File: config.mk
export PLATFORM = sky130hd
export DESIGN_NAME = instr_fetch
export DESIGN_NICKNAME = d
export VERILOG_FILES = /design/src/rtl/fetch_pkg.sv /design/src/rtl/fetch_fifo.sv /design/src/rtl/instr_fetch.sv
export SDC_FILE = /design/constraint.sdc
export NUM_CORES = 1
export LEC_CHECK = 0
export CELL_PAD_IN_SITES_DETAIL_PLACEMENT = 1
export CELL_PAD_IN_SITES_GLOBAL_PLACEMENT = 2
export CORE_MARGIN = 2
export CORE_UTILIZATION = 30
export DETAILED_ROUTE_END_ITERATION = 7
export PLACE_DENSITY_LB_ADDON = 0.1
export SETUP_SLACK_MARGIN = 0.3
export SYNTH_ARGS = -nofsm -noshare
export SYNTH_HDL_FRONTEND = slang
export SYNTH_SLANG_ARGS = --single-unit
File: constraint.sdc
create_clock -name clk -period 4 [get_ports clk]
set_input_delay 0.6 -clock clk [delete_from_list [all_inputs] [get_ports clk]]
set_output_delay 0.6 -clock clk [all_outputs]
set_load 0.05 [all_outputs]
File: src/rtl/fetch_pkg.sv
// -----------------------------------------------------------------------------
// fetch_pkg
// Shared constants and types for the instruction fetch stage.
//   MEM_WIDTH_DEF / MEM_SIZE_DEF / RESET_PC_DEF / FIFO_DEPTH_DEF : default
//     configuration of instr_fetch.
//   NOP_WORD      : value presented on instr whenever no instruction is valid.
//   fetch_entry_t : one prefetch buffer entry {instr, pc} at the default widths.
// -----------------------------------------------------------------------------
package fetch_pkg;

    localparam int MEM_WIDTH_DEF  = 32;
    localparam int MEM_SIZE_DEF   = 256;
    localparam int RESET_PC_DEF   = 212;
    localparam int FIFO_DEPTH_DEF = 2;
    localparam int AW_DEF         = $clog2(MEM_SIZE_DEF);

    localparam logic [31:0] NOP_WORD = 32'h0000_0000;

    typedef struct packed {
        logic [MEM_WIDTH_DEF-1:0] instr;
        logic [AW_DEF-1:0]        pc;
    } fetch_entry_t;

endpackage

File: src/rtl/fetch_fifo.sv
// -----------------------------------------------------------------------------
// fetch_fifo
// Generic synchronous FIFO used as the fetch prefetch buffer.
// Pointers carry one extra wrap bit so full and empty are distinguishable
// without a separate occupancy counter.
//
// Ports:
//   clk     in   rising-edge clock
//   reset_n in   asynchronous active-low reset (empties the FIFO)
//   push    in   write wdata this cycle (ignored when full without a pop)
//   pop     in   drop the head entry this cycle (ignored when empty)
//   flush   in   discard all entries; overrides push and pop
//   wdata   in   WIDTH-bit entry to write
//   full    out  DEPTH entries held
//   empty   out  no entries held
//   head    out  oldest entry (undefined content when empty)
// -----------------------------------------------------------------------------
module fetch_fifo #(
    parameter int WIDTH = 40,
    parameter int DEPTH = 2
) (
    input  logic             clk,
    input  logic             reset_n,
    input  logic             push,
    input  logic             pop,
    input  logic             flush,
    input  logic [WIDTH-1:0] wdata,
    output logic             full,
    output logic             empty,
    output logic [WIDTH-1:0] head
);

    localparam int IW = $clog2(DEPTH);
    localparam int PW = IW + 1;

    logic [PW-1:0]    wr_ptr;
    logic [PW-1:0]    rd_ptr;
    logic [WIDTH-1:0] storage [DEPTH];
    logic             do_push;
    logic             do_pop;

    assign empty = (wr_ptr == rd_ptr);
    assign full  = (wr_ptr[PW-1] != rd_ptr[PW-1]) &&
                   (wr_ptr[IW-1:0] == rd_ptr[IW-1:0]);

    // A push into a full FIFO is only legal when the head leaves in the same
    // cycle, which keeps the occupancy unchanged.
    assign do_pop  = pop && !empty;
    assign do_push = push && (!full || do_pop);

    assign head = storage[rd_ptr[IW-1:0]];

    // NOTE: sequential state uses non-blocking assignments so every register
    // samples the pre-edge values regardless of statement order.
    always_ff @(posedge clk or negedge reset_n) begin
        if (!reset_n) begin
            wr_ptr <= '0;
            rd_ptr <= '0;
        end else if (flush) begin
            wr_ptr <= '0;
            rd_ptr <= '0;
        end else begin
            if (do_push) wr_ptr <= wr_ptr + PW'(1);
            if (do_pop)  rd_ptr <= rd_ptr + PW'(1);
        end
    end

    // NOTE: the data array is deliberately not reset; nothing reads it while
    // the pointers say empty, and the consumer masks head in that case.
    always_ff @(posedge clk) begin
        if (do_push && !flush) begin
            storage[wr_ptr[IW-1:0]] <= wdata;
        end
    end

endmodule

File: src/rtl/instr_fetch.sv
// -----------------------------------------------------------------------------
// instr_fetch
// Fetch stage in front of the combinational Memory instruction port. It owns
// the word-addressed PC, reads one word per cycle whenever the prefetch FIFO
// can accept it, and hands {instr, pc} to decode over valid/ready.
// A redirect flushes the FIFO and reloads the PC; it has priority over fetch.
//
// Optional feature (macro FETCH_PERF_CNT_EN): adds saturating 32-bit
// performance counters fetch_cnt and stall_cnt.
//
// Ports:
//   clk                 in   rising-edge clock
//   reset_n             in   asynchronous active-low reset
//   mem_addr_instr      out  word address to Memory (the PC register)
//   mem_read_en_instr   out  read enable to Memory (= fetch this cycle)
//   mem_read_val_instr  in   combinational read data for mem_addr_instr
//   redirect_valid      in   taken branch/jump: flush and reload PC
//   redirect_pc         in   redirect target word address
//   instr_valid         out  FIFO head valid
//   instr_ready         in   decode accepts the head this cycle
//   instr               out  head instruction word (0 when not valid)
//   fetch_cnt           out  [FETCH_PERF_CNT_EN] fetches performed
//   stall_cnt           out  [FETCH_PERF_CNT_EN] cycles without a fetch or redirect
//   instr_pc            out  word address of head instruction (0 when not valid)
// -----------------------------------------------------------------------------
module instr_fetch
    import fetch_pkg::*;
#(
    parameter  int MEM_WIDTH  = MEM_WIDTH_DEF,
    parameter  int MEM_SIZE   = MEM_SIZE_DEF,
    parameter  int RESET_PC   = RESET_PC_DEF,
    parameter  int FIFO_DEPTH = FIFO_DEPTH_DEF,
    localparam int AW         = $clog2(MEM_SIZE)
) (
    input  logic                 clk,
    input  logic                 reset_n,
    output logic [AW-1:0]        mem_addr_instr,
    output logic                 mem_read_en_instr,
    input  logic [MEM_WIDTH-1:0] mem_read_val_instr,
    input  logic                 redirect_valid,
    input  logic [AW-1:0]        redirect_pc,
    output logic                 instr_valid,
    input  logic                 instr_ready,
    output logic [MEM_WIDTH-1:0] instr,
`ifdef FETCH_PERF_CNT_EN
    output logic [31:0]          fetch_cnt,
    output logic [31:0]          stall_cnt,
`endif
    output logic [AW-1:0]        instr_pc
);

    // Same layout as fetch_entry_t, sized by this instance's parameters.
    typedef struct packed {
        logic [MEM_WIDTH-1:0] instr;
        logic [AW-1:0]        pc;
    } entry_t;

    logic [AW-1:0] pc;
    logic [AW-1:0] pc_next;
    logic          fifo_full;
    logic          fifo_empty;
    logic          pop;
    logic          fetch;
    entry_t        push_entry;
    entry_t        head_entry;

    // ------------------------------------------------------------------
    // Handshake and fetch decision
    // ------------------------------------------------------------------
    // instr_valid depends only on FIFO state, so decode's ready never loops
    // back into valid.
    assign instr_valid = !fifo_empty;
    assign pop         = instr_valid && instr_ready;

    // Fetching into a full FIFO is fine when the head leaves this cycle.
    // reset_n gates the enable so Memory sees no read while reset is held.
    assign fetch = reset_n && !redirect_valid && (!fifo_full || pop);

    assign mem_addr_instr    = pc;
    assign mem_read_en_instr = fetch;

    // Wrap explicitly so non-power-of-two memory sizes also roll over to 0.
    assign pc_next = (pc == AW'(MEM_SIZE - 1)) ? '0 : pc + AW'(1);

    // ------------------------------------------------------------------
    // PC register
    // ------------------------------------------------------------------
    always_ff @(posedge clk or negedge reset_n) begin
        if (!reset_n) begin
            pc <= AW'(RESET_PC);
        end else if (redirect_valid) begin
            pc <= redirect_pc;
        end else if (fetch) begin
            pc <= pc_next;
        end
    end

    // ------------------------------------------------------------------
    // Prefetch buffer
    // ------------------------------------------------------------------
    assign push_entry = '{instr: mem_read_val_instr, pc: pc};

    // A redirect flushes; a pop accepted in that same cycle is still a
    // completed handshake from decode's point of view.
    fetch_fifo #(
        .WIDTH ($bits(entry_t)),
        .DEPTH (FIFO_DEPTH)
    ) u_fifo (
        .clk     (clk),
        .reset_n (reset_n),
        .push    (fetch),
        .pop     (pop),
        .flush   (redirect_valid),
        .wdata   (push_entry),
        .full    (fifo_full),
        .empty   (fifo_empty),
        .head    (head_entry)
    );

    // Head comes straight from FIFO registers: no path from Memory read data.
    assign instr    = fifo_empty ? MEM_WIDTH'(NOP_WORD) : head_entry.instr;
    assign instr_pc = fifo_empty ? '0 : head_entry.pc;

`ifdef FETCH_PERF_CNT_EN
    // ------------------------------------------------------------------
    // Performance counters (saturating)
    // ------------------------------------------------------------------
    logic stall;

    // Redirect cycles are excluded: the missing fetch there is intentional.
    assign stall = !redirect_valid && !fetch;

    always_ff @(posedge clk or negedge reset_n) begin
        if (!reset_n) begin
            fetch_cnt <= '0;
            stall_cnt <= '0;
        end else begin
            if (fetch && (fetch_cnt != '1)) fetch_cnt <= fetch_cnt + 32'd1;
            if (stall && (stall_cnt != '1)) stall_cnt <= stall_cnt + 32'd1;
        end
    end
`endif

endmodule

==> metrics <==
status=completed; Post-Route WL=8440 microns; chip width=115 microns; TritonCTS buffer count=9; fin. max-slew vios=0; Leak Pwr=~1.7 nW; critical path type=reg2out; Post-CTS Hold Buffers=0; R2R depth=5; Avg WL per Cell=16.2 microns; Initial DRC Count=80; via count=about 2.3k; placed cell area=4880 sq um; Layout area overhead=39.0%; Setup TNS Final=0 ns; Die Area=13,300 sq um; VDD IR max=0.210 mV; synthesized flop and latch total=92; Tcrit/Tclk final=between 70% and 80%; Synth top area share=about two thirds; initial antenna violation count=0; most common cell after layout, fill and taps aside=clkdlybuf4s50_1; GRT overflow=0; synthesized area=approximately 3700 sq um; Final Hold Viols=0; post_cts resized=0; Syn Nets=294; CTS max path bufs=2; Layout Nets=394; Overall Global Routing Usage=13.5%; Max stage delay on crit path=between 0.8 and 0.9 ns; top sig layer=met4; starting density of the core=between 30% and 40%; Worst Path Required=3.40 ns; Post-Route Skew=roughly 0.0072 ns; Residual DRC=0; largest net degree at the start of global routing=43; CTS sink cnt=just over 90; Netlist cell types=30; Worst Hold Class=reg2reg; sequential-to-total area share from yosys stat=~73%; Final setup viols=0; Finished Cell Area=5160 sq um; Min Hold Slack=0.549 ns; cell count after synthesis=249; max_cap viols=0; ANT nets after route=0; RSZ-0062 raised after global routing=no; Final Wtd Congestion=between 0.7 and 0.8; relative slew slack=48.8%; min cycle time layout=3.18 ns; Die Height=115 microns; number of global-route vias before repair=2,467; Max Fanout on Critical Path=42; Synth Area per Inst=14.9 sq um; share of cells above drive strength 1=8.76%; metal3 WL=339 microns; pwr/cell area=686 nW/um^2; n_diodes=0; Area contributors post-synth=edfxtp_1 65%, mux2i_1 11%, dfrtp_1 5.4%; final std cells w/o fill=522; crit path capture type=primary output; slowest cell on the critical path=clkdlybuf4s50_1; clk slew on worst S/H paths=0.06 ns; most frequent cells in the layout=93 x clkdlybuf4s50_1, 80 x edfxtp_1, 47 x nor2_1; WL met1=3690 microns; worst hold stages=2; worst-path cell chain=buf_4 > mux2i_1 > nor2_1 > clkdlybuf4s50_1; Final HPWL DP=5440 microns; area leader, netlist=edfxtp_1; core area=between 10,000 and 15,000 sq um; Placed Cells=about 510; worst-margin pin slew=0.768 ns; first-pass GRT wire length=13,100 microns; Ports=94; DR pass1 iterations=4; clock root cell=clkbuf_16; Startpoint Class=flop; setup bufs post-CTS=0; crit path DAT=2.58 ns; worst skew pair latency=roughly 0.34 ns; num rows=40; port buffer count=93; Vias/cell=~4.5; met2 wire length=4230 microns; Fmax=315 MHz; YS warnings=0; TritonCTS clock tree=done; Power, Total=3.54 mW; H-tree depth=3
## routing by layer
layer,global-route usage (%),vias to the layer above
met4,6.75,0
met5,0,-
met2,22.9,54
li1,-,1120
met1,16.5,1149
met3,2.79,13
## per-stage QoR
stage | worst slack [ns] | util, %
after floorplan | -0.269 | -
after global placement | 1.05 | 40.4
after detailed placement | 1.04 | 40.4
after CTS | 0.739 | 42.8
after global routing | 0.644 | 42.8
final | 0.822 | 42.8
## cells in the mapped netlist, drive strengths merged
cell type   n
or4         2
a21oi       5
dfrtp       8
or3b        1
inv         4
and3        2
dfstp       4
xor2        6
o21ai       8
o311ai      3
ha          1
nand2       8
nor2       48
o31ai       2
or3         2
edfxtp     80
nor3        2
xnor2       2
buf         4
clkbuf      8
nand3       2
mux2i      42
a31oi       3
o211ai      1
and4        1
## path summary, 6_finish.rpt
path | to | slack, ns | startpoint
max | instr_pc[4] | 0.82 | u_fifo.rd_ptr[0]
max reg2reg | u_fifo.storage[0][23] | 1.96 | u_fifo.rd_ptr[1]
min in group asynchronous | u_fifo.wr_ptr[1] | 0.63 | reset_n
min | mem_addr_instr[7] | 0.55 | mem_addr_instr[7]
min reg2reg | mem_addr_instr[7] | 0.55 | mem_addr_instr[7]
max in group asynchronous | mem_addr_instr[2] | 3.12 | reset_n
## worst max-delay path: cells and delay by family, from the launching register on
kind,cells,cell delay (ns)
mux,1,0.27
buf+inv,2,1.43
flops,1,0.38
simple gates,1,0.13
## power breakdown
part / switching [mW] / internal (mW)
clock network: 0.332 / 0.483
registers: 0.0378 / 1.12
logic: 1.05 / 0.508
## sequential cells by signal (all words and copies together), names as in the netlist
| name | flops |
|---|---|
| mem_addr_instr | 8 |
| u_fifo.rd_ptr | 2 |
| u_fifo.storage | 80 |
| u_fifo.wr_ptr | 2 |
## final cells by class
cell class | count | area (sq um)
multi-input combinational | 141 | 953
clock inverter | 3 | 40.0
sequential | 92 | 2710
fill | 1260 | 6900
clock buffer | 13 | 240
inverter | 4 | 15.0
timing repair buffer | 101 | 991
tap | 168 | 210
## cell families (layout without fill, tap and decap cells)
group | Yosys count | count (layout) | synth area share, %
buffers and inverters | 16 | 121 | 1.85
xor gates and xnor gates | 8 | 8 | 2.09
DFF | 92 | 92 | 72.9
adders and majority gates | 1 | 1 | 0.337
AOI/OAI and AO/OA | 22 | 22 | 3.71
and+or+nand+nor | 68 | 68 | 7.75
muxes | 42 | 42 | 11.3
Power figures use the tool's default switching activity.
